===== config.mk =====
export PLATFORM = sky130hd
export DESIGN_NAME = rv_mcycle_ctrl_flat
export DESIGN_NICKNAME = d
export VERILOG_FILES = /design/src/rtl/mypack.sv /design/src/rtl/rv_mcycle_ctrl_if.sv /design/src/rtl/rv_ctrl_decode.sv /design/src/rtl/rv_mcycle_ctrl.sv /design/src/flat_wrapper.sv
export SDC_FILE = /design/constraint.sdc
export NUM_CORES = 1
export LEC_CHECK = 0
export ABC_AREA = 1
export CORE_MARGIN = 2
export CORE_UTILIZATION = 45
export CTS_CLUSTER_SIZE = 28
export DETAILED_ROUTE_END_ITERATION = 8
export GPL_ROUTABILITY_DRIVEN = 0
export PLACE_DENSITY_LB_ADDON = 0.25
export SETUP_SLACK_MARGIN = 0.4
export SYNTH_ARGS = -nofsm -noshare
export SYNTH_HDL_FRONTEND = slang
export SYNTH_HIERARCHICAL = 1
export SYNTH_SLANG_ARGS = --single-unit

===== constraint.sdc =====
create_clock -name clk -period 2.39 [get_ports clk]
set_input_delay 0.478 -clock clk [delete_from_list [all_inputs] [get_ports clk]]
set_output_delay 0.478 -clock clk [all_outputs]
set_load 0.1 [all_outputs]

===== src/rtl/mypack.sv =====
`default_nettype none
// mypack: shared state, register-select and micro-sequencing types for rv_mcycle_ctrl.
// Rev 1.0
package mypack;

  typedef enum logic [4:0] {
    ST_INIT = 5'd0,
    ST_F0   = 5'd1,  ST_F1   = 5'd2,  ST_F2   = 5'd3,
    ST_A0   = 5'd4,  ST_A1   = 5'd5,  ST_A2   = 5'd6,  ST_A3   = 5'd7,
    ST_AI0  = 5'd8,  ST_AI1  = 5'd9,  ST_AI2  = 5'd10, ST_AI3  = 5'd11,
    ST_LW0  = 5'd12, ST_LW1  = 5'd13, ST_LW2  = 5'd14, ST_LW3  = 5'd15,
    ST_SW0  = 5'd16, ST_SW1  = 5'd17, ST_SW2  = 5'd18, ST_SW3  = 5'd19,
    ST_JR0  = 5'd20, ST_JR1  = 5'd21, ST_JR2  = 5'd22, ST_JR3  = 5'd23
  } uState;

  typedef enum logic [1:0] {UOP_N = 2'd0, UOP_B = 2'd1, UOP_D = 2'd2, UOP_F = 2'd3} uinst;

  typedef enum logic [1:0] {RF_X0 = 2'd0, RF_RS1 = 2'd1, RF_RS2 = 2'd2, RF_RD = 2'd3} RF_reg;

  localparam logic [6:0] OP_R    = 7'b0110011;
  localparam logic [6:0] OP_I    = 7'b0010011;
  localparam logic [6:0] OP_LW   = 7'b0000011;
  localparam logic [6:0] OP_SW   = 7'b0100011;
  localparam logic [6:0] OP_JALR = 7'b1100111;

  typedef struct packed {
    uinst  uop;
    RF_reg rf_sel;
    logic  rf_we;
    logic  ir_we;
    logic  pc_we;
    logic  alu_we;
    logic  pc_src;
    logic  alu_imm;
    logic  alu_add;
    logic  mem_req;
    logic  mem_we;
  } ctrl_t;

endpackage
`default_nettype wire


===== src/rtl/rv_mcycle_ctrl_if.sv =====
`default_nettype none
// rv_mcycle_ctrl_if: controller <-> datapath/memory signal bundle.
// Rev 1.0
interface rv_mcycle_ctrl_if;
  import mypack::*;

  logic [31:0] instr;
  logic        mem_rdy;
  logic        stall;
  uState       state;
  uinst        uop;
  RF_reg       rf_sel;
  logic        rf_we;
  logic        ir_we;
  logic        pc_we;
  logic        alu_we;
  logic        pc_src;
  logic        alu_imm;
  logic        alu_add;
  logic        mem_req;
  logic        mem_we;
  logic        illegal;
  logic        timeout;
  logic        retire;

  modport master (
    input  instr, mem_rdy, stall,
    output state, uop, rf_sel, rf_we, ir_we, pc_we, alu_we, pc_src,
           alu_imm, alu_add, mem_req, mem_we, illegal, timeout, retire
  );

  modport slave (
    output instr, mem_rdy, stall,
    input  state, uop, rf_sel, rf_we, ir_we, pc_we, alu_we, pc_src,
           alu_imm, alu_add, mem_req, mem_we, illegal, timeout, retire
  );

endinterface
`default_nettype wire


===== src/rtl/rv_ctrl_decode.sv =====
`default_nettype none
// rv_ctrl_decode: pure Moore decode of the control state into datapath strobes.
// Rev 1.0
module rv_ctrl_decode
  import mypack::*;
(
  input  uState state,
  output ctrl_t ctrl
);

  always_comb begin
    ctrl = '0;
    case (state)
      ST_F0:  begin ctrl.mem_req = 1'b1; ctrl.uop = UOP_B; end
      ST_F1:  ctrl.ir_we = 1'b1;
      ST_F2:  begin ctrl.pc_we = 1'b1; ctrl.rf_sel = RF_RS1; ctrl.uop = UOP_D; end
      ST_A0:  ctrl.rf_sel = RF_RS1;
      ST_A1:  ctrl.rf_sel = RF_RS2;
      ST_A2:  ctrl.alu_we = 1'b1;
      ST_A3:  begin ctrl.rf_sel = RF_RD; ctrl.rf_we = 1'b1; ctrl.uop = UOP_F; end
      ST_AI0: ctrl.rf_sel = RF_RS1;
      ST_AI2: begin ctrl.alu_we = 1'b1; ctrl.alu_imm = 1'b1; end
      ST_AI3: begin ctrl.rf_sel = RF_RD; ctrl.rf_we = 1'b1; ctrl.uop = UOP_F; end
      ST_LW0: ctrl.rf_sel = RF_RS1;
      ST_LW1: begin ctrl.alu_we = 1'b1; ctrl.alu_imm = 1'b1; ctrl.alu_add = 1'b1; end
      ST_LW2: begin ctrl.mem_req = 1'b1; ctrl.uop = UOP_B; end
      ST_LW3: begin ctrl.rf_sel = RF_RD; ctrl.rf_we = 1'b1; ctrl.uop = UOP_F; end
      ST_SW0: ctrl.rf_sel = RF_RS1;
      ST_SW1: begin ctrl.alu_we = 1'b1; ctrl.alu_imm = 1'b1; ctrl.alu_add = 1'b1; end
      ST_SW2: ctrl.rf_sel = RF_RS2;
      // Stays a bus-wait class while held; completion is seen as retire on the next cycle.
      ST_SW3: begin ctrl.mem_req = 1'b1; ctrl.mem_we = 1'b1; ctrl.uop = UOP_B; end
      ST_JR0: ctrl.rf_sel = RF_RS1;
      ST_JR1: begin ctrl.alu_we = 1'b1; ctrl.alu_imm = 1'b1; ctrl.alu_add = 1'b1; end
      ST_JR2: begin ctrl.rf_sel = RF_RD; ctrl.rf_we = 1'b1; end
      ST_JR3: begin ctrl.pc_we = 1'b1; ctrl.pc_src = 1'b1; ctrl.uop = UOP_F; end
      default: ;
    endcase
  end

endmodule
`default_nettype wire


===== src/rtl/rv_mcycle_ctrl.sv =====
`default_nettype none
// rv_mcycle_ctrl: multi-cycle RV32 subset control FSM with memory-wait timeout.
// Rev 1.0
module rv_mcycle_ctrl
  import mypack::*;
#(
  parameter int TIMEOUT = 255
) (
  input  logic                 clk,
  input  logic                 rst,
  rv_mcycle_ctrl_if.master     bus
);

  localparam logic [15:0] TIMEOUT_CNT = 16'(TIMEOUT);

  uState       cur_state;
  uState       nxt_state;
  logic [15:0] wait_cnt;
  logic [15:0] wait_cnt_nxt;
  logic [15:0] wait_inc;
  logic        illegal_p, illegal_nxt;
  logic        timeout_p, timeout_nxt;
  logic        retire_p,  retire_nxt;
  logic        rd_zero;
  logic        unused_instr;
  ctrl_t       dec;

  assign wait_inc     = wait_cnt + 16'd1;
  assign rd_zero      = (bus.instr[11:7] == 5'd0);
  assign unused_instr = ^bus.instr[31:12];

  always_ff @(posedge clk) begin
    if (rst) begin
      cur_state <= ST_INIT;
      wait_cnt  <= '0;
      illegal_p <= 1'b0;
      timeout_p <= 1'b0;
      retire_p  <= 1'b0;
    end else begin
      cur_state <= nxt_state;
      wait_cnt  <= wait_cnt_nxt;
      illegal_p <= illegal_nxt;
      timeout_p <= timeout_nxt;
      retire_p  <= retire_nxt;
    end
  end

  always_comb begin
    nxt_state    = cur_state;
    wait_cnt_nxt = wait_cnt;
    illegal_nxt  = 1'b0;
    timeout_nxt  = 1'b0;
    retire_nxt   = 1'b0;
    if (!bus.stall) begin
      case (cur_state)
        ST_INIT: nxt_state = ST_F0;
        // Bus-wait states: completion beats the timeout when both land together.
        ST_F0, ST_LW2, ST_SW3: begin
          if (bus.mem_rdy) begin
            if (cur_state == ST_F0) begin
              nxt_state = ST_F1;
            end else if (cur_state == ST_LW2) begin
              nxt_state = ST_LW3;
            end else begin
              nxt_state  = ST_F0;
              retire_nxt = 1'b1;
            end
          end else begin
            wait_cnt_nxt = wait_inc;
            if (wait_inc == TIMEOUT_CNT) begin
              nxt_state   = ST_INIT;
              timeout_nxt = 1'b1;
            end
          end
        end
        ST_F1: nxt_state = ST_F2;
        ST_F2: begin
          case (bus.instr[6:0])
            OP_R:    nxt_state = ST_A0;
            OP_I:    nxt_state = ST_AI0;
            OP_LW:   nxt_state = ST_LW0;
            OP_SW:   nxt_state = ST_SW0;
            OP_JALR: nxt_state = ST_JR0;
            default: begin
              nxt_state   = ST_F0;
              illegal_nxt = 1'b1;
            end
          endcase
        end
        ST_A0:  nxt_state = ST_A1;
        ST_A1:  nxt_state = ST_A2;
        ST_A2:  nxt_state = ST_A3;
        ST_AI0: nxt_state = ST_AI1;
        ST_AI1: nxt_state = ST_AI2;
        ST_AI2: nxt_state = ST_AI3;
        ST_LW0: nxt_state = ST_LW1;
        ST_LW1: nxt_state = ST_LW2;
        ST_SW0: nxt_state = ST_SW1;
        ST_SW1: nxt_state = ST_SW2;
        ST_SW2: nxt_state = ST_SW3;
        ST_JR0: nxt_state = ST_JR1;
        ST_JR1: nxt_state = ST_JR2;
        ST_JR2: nxt_state = ST_JR3;
        ST_A3, ST_AI3, ST_LW3, ST_JR3: begin
          nxt_state  = ST_F0;
          retire_nxt = 1'b1;
        end
        default: nxt_state = ST_INIT;
      endcase
      if ((nxt_state != cur_state) &&
          ((nxt_state == ST_F0) || (nxt_state == ST_LW2) || (nxt_state == ST_SW3))) begin
        wait_cnt_nxt = '0;
      end
    end
  end

  rv_ctrl_decode u_decode (
    .state (cur_state),
    .ctrl  (dec)
  );

  always_comb begin
    bus.uop     = dec.uop;
    bus.rf_sel  = dec.rf_sel;
    bus.rf_we   = dec.rf_we & ~rd_zero;
    bus.ir_we   = dec.ir_we;
    bus.pc_we   = dec.pc_we;
    bus.alu_we  = dec.alu_we;
    bus.pc_src  = dec.pc_src;
    bus.alu_imm = dec.alu_imm;
    bus.alu_add = dec.alu_add;
    bus.mem_req = dec.mem_req;
    bus.mem_we  = dec.mem_we;
    if (dec.rf_we && rd_zero) begin
      bus.rf_sel = RF_X0;
    end
    // A pending memory request stays visible through a stall; write strobes do not.
    if (bus.stall) begin
      bus.rf_we  = 1'b0;
      bus.ir_we  = 1'b0;
      bus.pc_we  = 1'b0;
      bus.alu_we = 1'b0;
    end
  end

  assign bus.state   = cur_state;
  assign bus.illegal = illegal_p;
  assign bus.timeout = timeout_p;
  assign bus.retire  = retire_p;

endmodule
`default_nettype wire

===== src/flat_wrapper.sv =====
// flat-port wrapper written by rule: the top's interface ports become plain ports
module rv_mcycle_ctrl_flat import mypack::*;
#(
  parameter int TIMEOUT = 255
)
  (clk, rst, bus_instr, bus_mem_rdy, bus_stall, bus_state, bus_uop, bus_rf_sel, bus_rf_we, bus_ir_we, bus_pc_we, bus_alu_we, bus_pc_src, bus_alu_imm, bus_alu_add, bus_mem_req, bus_mem_we, bus_illegal, bus_timeout, bus_retire);
  rv_mcycle_ctrl_if bus_i ();
  input  logic clk;
  input  logic rst;
  input wire logic [$bits(bus_i.instr)-1:0] bus_instr;
  input wire logic [$bits(bus_i.mem_rdy)-1:0] bus_mem_rdy;
  input wire logic [$bits(bus_i.stall)-1:0] bus_stall;
  output wire logic [$bits(bus_i.state)-1:0] bus_state;
  output wire logic [$bits(bus_i.uop)-1:0] bus_uop;
  output wire logic [$bits(bus_i.rf_sel)-1:0] bus_rf_sel;
  output wire logic [$bits(bus_i.rf_we)-1:0] bus_rf_we;
  output wire logic [$bits(bus_i.ir_we)-1:0] bus_ir_we;
  output wire logic [$bits(bus_i.pc_we)-1:0] bus_pc_we;
  output wire logic [$bits(bus_i.alu_we)-1:0] bus_alu_we;
  output wire logic [$bits(bus_i.pc_src)-1:0] bus_pc_src;
  output wire logic [$bits(bus_i.alu_imm)-1:0] bus_alu_imm;
  output wire logic [$bits(bus_i.alu_add)-1:0] bus_alu_add;
  output wire logic [$bits(bus_i.mem_req)-1:0] bus_mem_req;
  output wire logic [$bits(bus_i.mem_we)-1:0] bus_mem_we;
  output wire logic [$bits(bus_i.illegal)-1:0] bus_illegal;
  output wire logic [$bits(bus_i.timeout)-1:0] bus_timeout;
  output wire logic [$bits(bus_i.retire)-1:0] bus_retire;
  assign bus_i.instr = bus_instr;
  assign bus_i.mem_rdy = bus_mem_rdy;
  assign bus_i.stall = bus_stall;
  assign bus_state = bus_i.state;
  assign bus_uop = bus_i.uop;
  assign bus_rf_sel = bus_i.rf_sel;
  assign bus_rf_we = bus_i.rf_we;
  assign bus_ir_we = bus_i.ir_we;
  assign bus_pc_we = bus_i.pc_we;
  assign bus_alu_we = bus_i.alu_we;
  assign bus_pc_src = bus_i.pc_src;
  assign bus_alu_imm = bus_i.alu_imm;
  assign bus_alu_add = bus_i.alu_add;
  assign bus_mem_req = bus_i.mem_req;
  assign bus_mem_we = bus_i.mem_we;
  assign bus_illegal = bus_i.illegal;
  assign bus_timeout = bus_i.timeout;
  assign bus_retire = bus_i.retire;
  rv_mcycle_ctrl #(.TIMEOUT(TIMEOUT)) u_core (.clk(clk), .rst(rst), .bus(bus_i));
endmodule

==> results of run 1 <==
[layout make-up]
cell class	count	area [um^2]	area share
Inverter	60	250	0.0618
Timing Repair Buffer	111	1110	0.275
Sequential cell	24	510	0.126
Tap cell	70	87.6	0.0216
Multi-Input combinational cell	315	2020	0.499
Clock buffer	4	66.3	0.0164
[sequential cells by signal, indices dropped and copies added (netlist names)]
name and flops:
u_core/wait_cnt 16, u_core/bus.retire 1, u_core/bus.state 5, u_core/bus.illegal 1, u_core/bus.timeout 1
[layer usage]
metal / wire length, um / vias to the layer above / global-route usage
met2: 4580 / 230 / 0.452
li1: - / 1510 / -
met4: 375 / 0 / 0.0721
met5: 0 / - / 0
met3: 776 / 53 / 0.0238
met1: 3540 / 1514 / 0.352
[cell usage in the layout (no fill, tap or decap), types with 10 or more instances in the layout]
cell type and n:
nand2_1 87, buf_4 70, inv_1 42, nor2_1 37, nand2_2 26, a21oi_1 26
nand3_1 24, nor2_4 20, clkdlybuf4s50_1 15, nor2_2 15, buf_12 14, nand3_2 12
dfxtp_1 12, inv_2 10
[power groups by stage]
stage / logic, uW / registers (uW) / clock network, uW
after floorplan: 570 / 571 / 0
after global placement: 890 / 519 / 0
after detailed placement: 908 / 520 / 0
after CTS: 1070 / 517 / 338
after global routing: 1320 / 535 / 349
final: 1240 / 530 / 336
[final timing paths]
check                                                startpoint  slack, ns                                to
worst min-delay path            u_core/wait_cnt[4]$_SDFFE_PP0P_       0.53   u_core/wait_cnt[4]$_SDFFE_PP0P_
worst max register to register  u_core/wait_cnt[0]$_SDFFE_PP0P_      -0.46  u_core/wait_cnt[13]$_SDFFE_PP0P_
worst max-delay path            u_core/wait_cnt[0]$_SDFFE_PP0P_      -0.46  u_core/wait_cnt[13]$_SDFFE_PP0P_
worst min register to register  u_core/wait_cnt[4]$_SDFFE_PP0P_       0.53   u_core/wait_cnt[4]$_SDFFE_PP0P_
[logic make-up (layout without fill, tap and decap cells)]
group | count (synthesis) | count (layout) | synth area share
compound gates | 46 | 46 | 0.110
xor+xnor | 4 | 4 | 0.0151
buf+inv | 71 | 175 | 0.133
flops | 24 | 24 | 0.208
fa+ha+maj | 2 | 2 | 0.0108
simple gates | 262 | 263 | 0.524
[worst max-delay path: cells and delay by family, from the launching register on]
| family | cells | cell delay [ns] |
|---|---|---|
| AOI/OAI and AO/OA | 1 | 0.17 |
| buffers and inverters | 3 | 0.32 |
| DFF | 1 | 0.38 |
| xor gates and xnor gates | 1 | 0.11 |
| and+or+nand+nor | 16 | 1.74 |
[repair_timing]
action / CTS / global route
pin swaps: 27 / 19
setup endpoints to repair: 31 / 33
gates cloned: 1 / 1
resized for setup: 74 / 64
setup buffers: 18 / 4
[through the flow]
stage | power [uW] | hold slack (ns)
6_report | 2110 | 0.531
5_1_grt | 2200 | 0.561
4_1_cts | 1930 | 0.519
3_5_place_dp | 1430 | 0.496
3_3_place_gp | 1410 | 0.487
2_1_floorplan | 1140 | 0.471
==> impl_metrics.py, run 1 <==
metrics = {
    "outcome": {
        "status": "finished, violations left",
        "violations": "negative setup slack",
    },
    "synth": {
        "yosysMostFrequentCell": "nand2_1",
        "synth_ff_type": "dfxtp_1",
        "synthTopCellsByArea": "dfxtp_1 (21%), nand2_1 (18%), nor2_1 (10%)",
        "syn_inst": 409,
        "synth_nets": 447,
        "synth-async-reset-ratio": 0,
        "syn_area_um2": 2310,
        "synth-edff-count": 0,
        "yosysTopAreaCell": "dfxtp_1",
        "ys_types": 36,
        "synth_area_per_cell_um2": 5.66,
        "synth-seq-area-share": 0.208,
        "ys.warnings.count": 6,
        "synth_common_cells": "nand2_1 (110), nor2_1 (62), inv_1 (55)",
        "synth.ff_latch_count": 24,
        "synth_top_area_share": 0.208,
    },
    "grt": {
        "grt.overflow.total": 0,
        "antenna_found_initial": 0,
        "grt_pass1_wl_um": 12000,
        "grt_pass1_vias": 2686,
        "grt_usage": 0.263,
        "grt_max_degree": 36,
    },
    "setup_path": {
        "slowest_delay_ns": 0.38,
        "arrival_ns": 3.04,
        "cp-end-kind": "flip-flop",
        "crit_fanout": 8,
        "cpMaxStageDelayCell": "dfxtp_2",
        "worstPathCellList": "buf_6, inv_2, nor2_4, nand3_4, nor2_4, xor2_2, nor2_2, nand2_2, nand2_1, nand2_2, a21oi_4, nand2_1, nand2_1, nor2_2, nand2_2, nand2_8, buf_16, nand2_1, nand3_1, nand2_1, nor2_1",
        "r2r_cells": 21,
        "critPathRequiredTime_ns": 2.57,
        "crit_top_cell": "nand2_1",
        "worstSetupPathType": "flip-flop to flip-flop",
        "cp-start-kind": "flip-flop",
    },
    "layout": {
        "fillers": 300,
        "final_util": 0.803,
        "stdcell_count": 584,
        "layout.nets": 553,
        "syn_to_final_growth_pct": 75.1,
        "diodes": 0,
        "fin_area_um2": 4050,
        "drive_above_1_share": 0.459,
    },
    "detailed_routing": {
        "vias": 3307,
        "first_pass_iters": 7,
        "viasPerCell": 5.66,
        "postRouteAntennaNets": 0,
        "post-route-drc-count": 0,
        "drtIter0Drc": 417,
        "wirelength_um": 9270,
        "wire_per_inst_um": 15.9,
    },
    "placed_design": {
        "detailed_place_hpwl_um": 4720,
        "io_buffers": 36,
        "place_area_um2": 3290,
        "placedCellCount": 556,
        "dp_slack_ns": -0.560,
    },
    "pwr": {
        "p_per_area_nw_per_um2": 520,
        "intPower_uw": 1140,
        "p_leak_uw": 0.00178,
        "power.switching_uw": 966,
        "p_seq_frac": 0.251,
        "swShare": 0.458,
        "ir_worst_vdd_uv": 392,
        "pwr-share-clk": 0.159,
        "pwr-share-comb": 0.589,
    },
    "clock_network": {
        "cts_root_buf": "clkbuf_8",
        "cts_tree": "yes",
        "cts_buffer_depth": 2,
        "cts.sinks": 24,
        "clk_pin_slew_ns": 0.10,
        "clk_latency_ns": 0.28,
        "hold_buffers": 0,
        "cts_buffers": 3,
        "htree_levels": 1,
    },
    "min_path": {
        "hold_class": "flip-flop to flip-flop",
        "min_path_cells": 2,
    },
    "floorplan": {
        "die_h_um": 75.7,
        "die_area_um2": 5730,
        "rows": 26,
        "start_util": 0.459,
        "coreArea_um2": 5040,
        "die_w_um": 75.7,
        "io_pins": 57,
    },
    "timing": {
        "period_share": 1.19,
        "max-slew-margin-rel": 0.600,
        "finClkSkew_ns": 0.00977,
        "rsz0062_at_grt": "yes",
        "slew_viol_final": 0,
        "tns_ns": -6.15,
        "setup_viol": 16,
        "fin_crit_ns": 2.85,
        "worst_slew_pin_slew_ns": 0.585,
        "layout_setup_ws_ns": -0.464,
        "fmax_ghz": 0.350,
        "hold_viol": 0,
    },
    "job": {
        "maxCapViolCount": 0,
    },
}
(Power assumes the default switching activity.)
==> inputs of run 2 (changes only) <==
--- a/config.mk
+++ b/config.mk
@@ -6,10 +6,11 @@
 export NUM_CORES = 1
 export LEC_CHECK = 0
 export ABC_AREA = 1
-export CORE_MARGIN = 2
-export CORE_UTILIZATION = 45
+export CORE_MARGIN = 5
+export CORE_UTILIZATION = 58
 export CTS_CLUSTER_SIZE = 28
 export DETAILED_ROUTE_END_ITERATION = 8
+export DONT_BUFFER_PORTS = 1
 export GPL_ROUTABILITY_DRIVEN = 0
 export PLACE_DENSITY_LB_ADDON = 0.25
 export SETUP_SLACK_MARGIN = 0.4
==> impl_metrics.py, run 2 <==
metrics = {
    "clock_network": {
        "cts_buffers": 3,
        "cts.sinks": 24,
        "cts_root_buf": "clkbuf_8",
        "hold_buffers": 0,
        "cts_buffer_depth": 2,
        "htree_levels": 1,
    },
    "synth": {
        "synth_top_area_share": 0.208,
        "syn_area_um2": 2310,
        "synth-seq-area-share": 0.208,
        "yosysMostFrequentCell": "nand2_1",
        "synth-edff-count": 0,
        "yosysTopAreaCell": "dfxtp_1",
        "synth-async-reset-ratio": 0,
        "syn_inst": 409,
        "synth_ff_type": "dfxtp_1",
        "synth_nets": 447,
        "ys_types": 36,
        "synth_area_per_cell_um2": 5.66,
        "synth_common_cells": "nand2_1 (110), nor2_1 (62), inv_1 (55)",
        "synth.ff_latch_count": 24,
        "synthTopCellsByArea": "dfxtp_1 (21%), nand2_1 (18%), nor2_1 (10%)",
        "ys.warnings.count": 6,
    },
    "timing": {
        "worst_endpoint_kind": "register data pin",
        "postGrtWorstEndpoint": "u_core/wait_cnt[8]$_SDFFE_PP0P_/D",
    },
    "placed_design": {
        "detailed_place_hpwl_um": 4460,
        "io_buffers": 0,
    },
    "outcome": {
        "first-error": "[ERROR DPL-0038] Utilization greater than 100%, impossible to legalize",
        "status": "did not finish",
        "lastStage": "5_1_grt",
    },
    "floorplan": {
        "die_w_um": 73.2,
        "die_h_um": 73.2,
        "io_pins": 57,
        "rows": 23,
        "start_util": 0.587,
    },
    "grt": {
        "grt_max_degree": 36,
    },
}
==> run 2: cell counts after synthesis <==
No cell type changed its count.
==> run 2: cells by family after synthesis <==
family / count (synthesis) / synth area share
XOR/XNOR: 4 / 0.0151
AND/OR/NAND/NOR: 262 / 0.524
AO/OA/AOI/OAI: 46 / 0.110
adder cells (fa/ha/maj): 2 / 0.0108
buffers and inverters: 71 / 0.133
flip-flops: 24 / 0.208
==> run 2: through the flow <==
| step | TNS, ns | hold slack (ns) | setup slack [ns] | std cells | cell area [um^2] |
|---|---|---|---|---|---|
| after floorplan | -2.19 | 0.471 | -0.145 | 409 | 2430 |
| after CTS | -3.48 | 0.307 | -0.241 | 538 | 3570 |
| after detailed placement | -4.68 | 0.496 | -0.306 | 510 | 2990 |
| after global placement | -3.14 | 0.485 | -0.203 | 510 | 2990 |
==> run 2: what timing repair did <==
item | 4_1_cts
resized for setup | 86
setup buffers | 23
setup endpoints to repair | 32
cloned | 1
pin swaps | 26
==> inputs of run 3 (changes only) <==
--- a/config.mk
+++ b/config.mk
@@ -7,13 +7,11 @@
 export LEC_CHECK = 0
 export ABC_AREA = 1
 export CORE_MARGIN = 5
-export CORE_UTILIZATION = 58
-export CTS_CLUSTER_SIZE = 28
+export CORE_UTILIZATION = 40
 export DETAILED_ROUTE_END_ITERATION = 8
 export DONT_BUFFER_PORTS = 1
 export GPL_ROUTABILITY_DRIVEN = 0
-export PLACE_DENSITY_LB_ADDON = 0.25
-export SETUP_SLACK_MARGIN = 0.4
+export PLACE_DENSITY_LB_ADDON = 0.15
 export SYNTH_ARGS = -nofsm -noshare
 export SYNTH_HDL_FRONTEND = slang
 export SYNTH_HIERARCHICAL = 1
==> constraint.sdc (replaced) <==
create_clock -name clk -period 3.1 [get_ports clk]
set_input_delay 0.62 -clock clk [delete_from_list [all_inputs] [get_ports clk]]
set_output_delay 0.62 -clock clk [all_outputs]
set_load 0.1 [all_outputs]
==> impl_metrics.py, run 3 (synthesis gave the netlist of run 1 again) <==
metrics = {
    "outcome": {
        "status": "complete, no violations",
    },
    "detailed_routing": {
        "wire_per_inst_um": 11.2,
        "postRouteAntennaNets": 0,
        "viasPerCell": 4.95,
        "vias": 2438,
        "post-route-drc-count": 0,
        "wl_met2_um": 2460,
        "met1_length_um": 2830,
        "drtIter0Drc": 172,
        "top_layer_used": "met4",
        "wl_met3_um": 212,
        "first_pass_iters": 4,
        "wirelength_um": 5540,
    },
    "clock_network": {
        "hold_buffers": 0,
        "htree_levels": 1,
        "cts_buffer_depth": 2,
        "clk_pin_slew_ns": 0.09,
        "cts_root_buf": "clkbuf_8",
        "cts.sinks": 24,
        "cts_tree": "yes",
        "clk_latency_ns": 0.27,
        "cts_buffers": 3,
    },
    "pwr": {
        "intPower_uw": 599,
        "p_per_area_nw_per_um2": 437,
        "ir_worst_vdd_uv": 232,
        "swShare": 0.473,
        "p_seq_frac": 0.363,
        "power.total_uw": 1140,
        "p_leak_uw": 0.00120,
        "power.switching_uw": 537,
        "pwr-share-clk": 0.162,
        "pwr-share-comb": 0.474,
    },
    "floorplan": {
        "die_area_um2": 7400,
        "io_pins": 57,
        "start_util": 0.415,
        "coreArea_um2": 5570,
        "die_w_um": 86.1,
        "die_h_um": 86.1,
        "rows": 27,
    },
    "grt": {
        "grt.overflow.total": 0,
        "grt_max_degree": 36,
        "grt_usage": 0.152,
        "antenna_found_initial": 0,
        "grt_pass1_wl_um": 9580,
        "grt_pass1_vias": 2173,
    },
    "job": {
        "maxCapViolCount": 0,
    },
    "setup_path": {
        "worstSetupPathType": "flip-flop to flip-flop",
        "critPathRequiredTime_ns": 3.30,
        "crit_top_cell": "nand2_1",
        "slowest_delay_ns": 0.40,
        "cp-end-kind": "flip-flop",
        "cpMaxStageDelayCell": "dfxtp_1",
        "worstPathCellList": "ha_1, nand3_2, nor2_4, nand2_1, nand2_1, nand2_1, nor2_1, nand2_1, nor2_2, nand2_2, nand2_1, nand2_2, nand2_4, nand2_4, nand2_2, nand2_2, nor2_2, nand2_2, nand2_4, buf_6, nand2_1, nand3_1, nand2_1, nor2_1",
        "cp-start-kind": "flip-flop",
        "crit_fanout": 16,
        "arrival_ns": 2.99,
    },
    "timing": {
        "max-slew-margin-rel": 0.369,
        "hold_viol": 0,
        "fin_crit_ns": 2.79,
        "finClkSkew_ns": 0.00630,
        "worst_slew_pin_slew_ns": 0.945,
        "setup_viol": 0,
        "period_share": 0.899,
        "layout_setup_ws_ns": 0.312,
        "slew_viol_final": 0,
        "tns_ns": 0,
        "fmax_ghz": 0.359,
        "hold_slack_ns": 0.494,
    },
    "layout": {
        "diodes": 0,
        "syn_to_final_growth_pct": 12.4,
        "drive_above_1_share": 0.169,
        "mostFrequentLayoutCell": "nand2_1",
        "layout.nets": 461,
        "layout_common_cells": "nand2_1 (110), inv_1 (55), nor2_1 (55)",
        "regMostFlops": "u_core/wait_cnt",
        "largest_reg_flops": 16,
    },
    "placed_design": {
        "io_buffers": 0,
        "detailed_place_hpwl_um": 4180,
        "dp_slack_ns": 0.209,
    },
    "min_path": {
        "hold_class": "input port to flip-flop",
    },
}
==> run 3: power by group through the flow <==
stage | Combinational, uW | Sequential [uW] | Clock (uW)
4_1_cts | 531 | 412 | 198
6_report | 539 | 412 | 184
5_1_grt | 598 | 422 | 213
3_5_place_dp | 530 | 419 | 0
3_3_place_gp | 524 | 418 | 0
2_1_floorplan | 429 | 440 | 0
==> run 3: through the flow <==
stage               cells  utilization  area, um^2
global route          493        0.467        2600
global placement      490        0.456        2540
CTS                   493        0.464        2580
detailed placement    490        0.456        2540
finish                493        0.467        2600
floorplan             409            -        2340
==> run 3: layout make-up <==
cell class	count	area [um^2]
Timing Repair Buffer	20	191
Tap cell	72	90.1
Multi-Input combinational cell	314	1560
Clock buffer	3	41.3
Inverter	60	228
Sequential cell	24	488
Fill cell	612	2970
==> run 3: path summary, 6_finish.rpt <==
kind	start	end	slack, ns	cells past startpoint
min	bus_stall	u_core/bus.state[2]$_SDFFE_PP0N_	0.49	2
max	u_core/wait_cnt[0]$_SDFFE_PP0P_	u_core/wait_cnt[7]$_SDFFE_PP0P_	0.31	24
max reg2reg	u_core/wait_cnt[0]$_SDFFE_PP0P_	u_core/wait_cnt[7]$_SDFFE_PP0P_	0.31	24
min reg2reg	u_core/wait_cnt[15]$_SDFFE_PP0P_	u_core/wait_cnt[15]$_SDFFE_PP0P_	0.51	2
==> run 3: worst max-delay path: cells and delay by family (launching register included) <==
kind	cells	cell delay (ns)
and+or+nand+nor	22	1.92
DFF	1	0.40
buffers and inverters	1	0.18
adders and majority gates	1	0.23
==> run 3: routing by layer <==
layer | vias up | GRT usage
met4 | 0 | 0.0345
met5 | - | 0
li1 | 1324 | -
met1 | 1065 | 0.209
met3 | 4 | 0.0192
met2 | 45 | 0.250
==> run 3: timing repair <==
item / CTS / global route
resized for setup: 0 / 4
setup endpoints to repair: 0 / 16
buffers inserted: 0 / 0
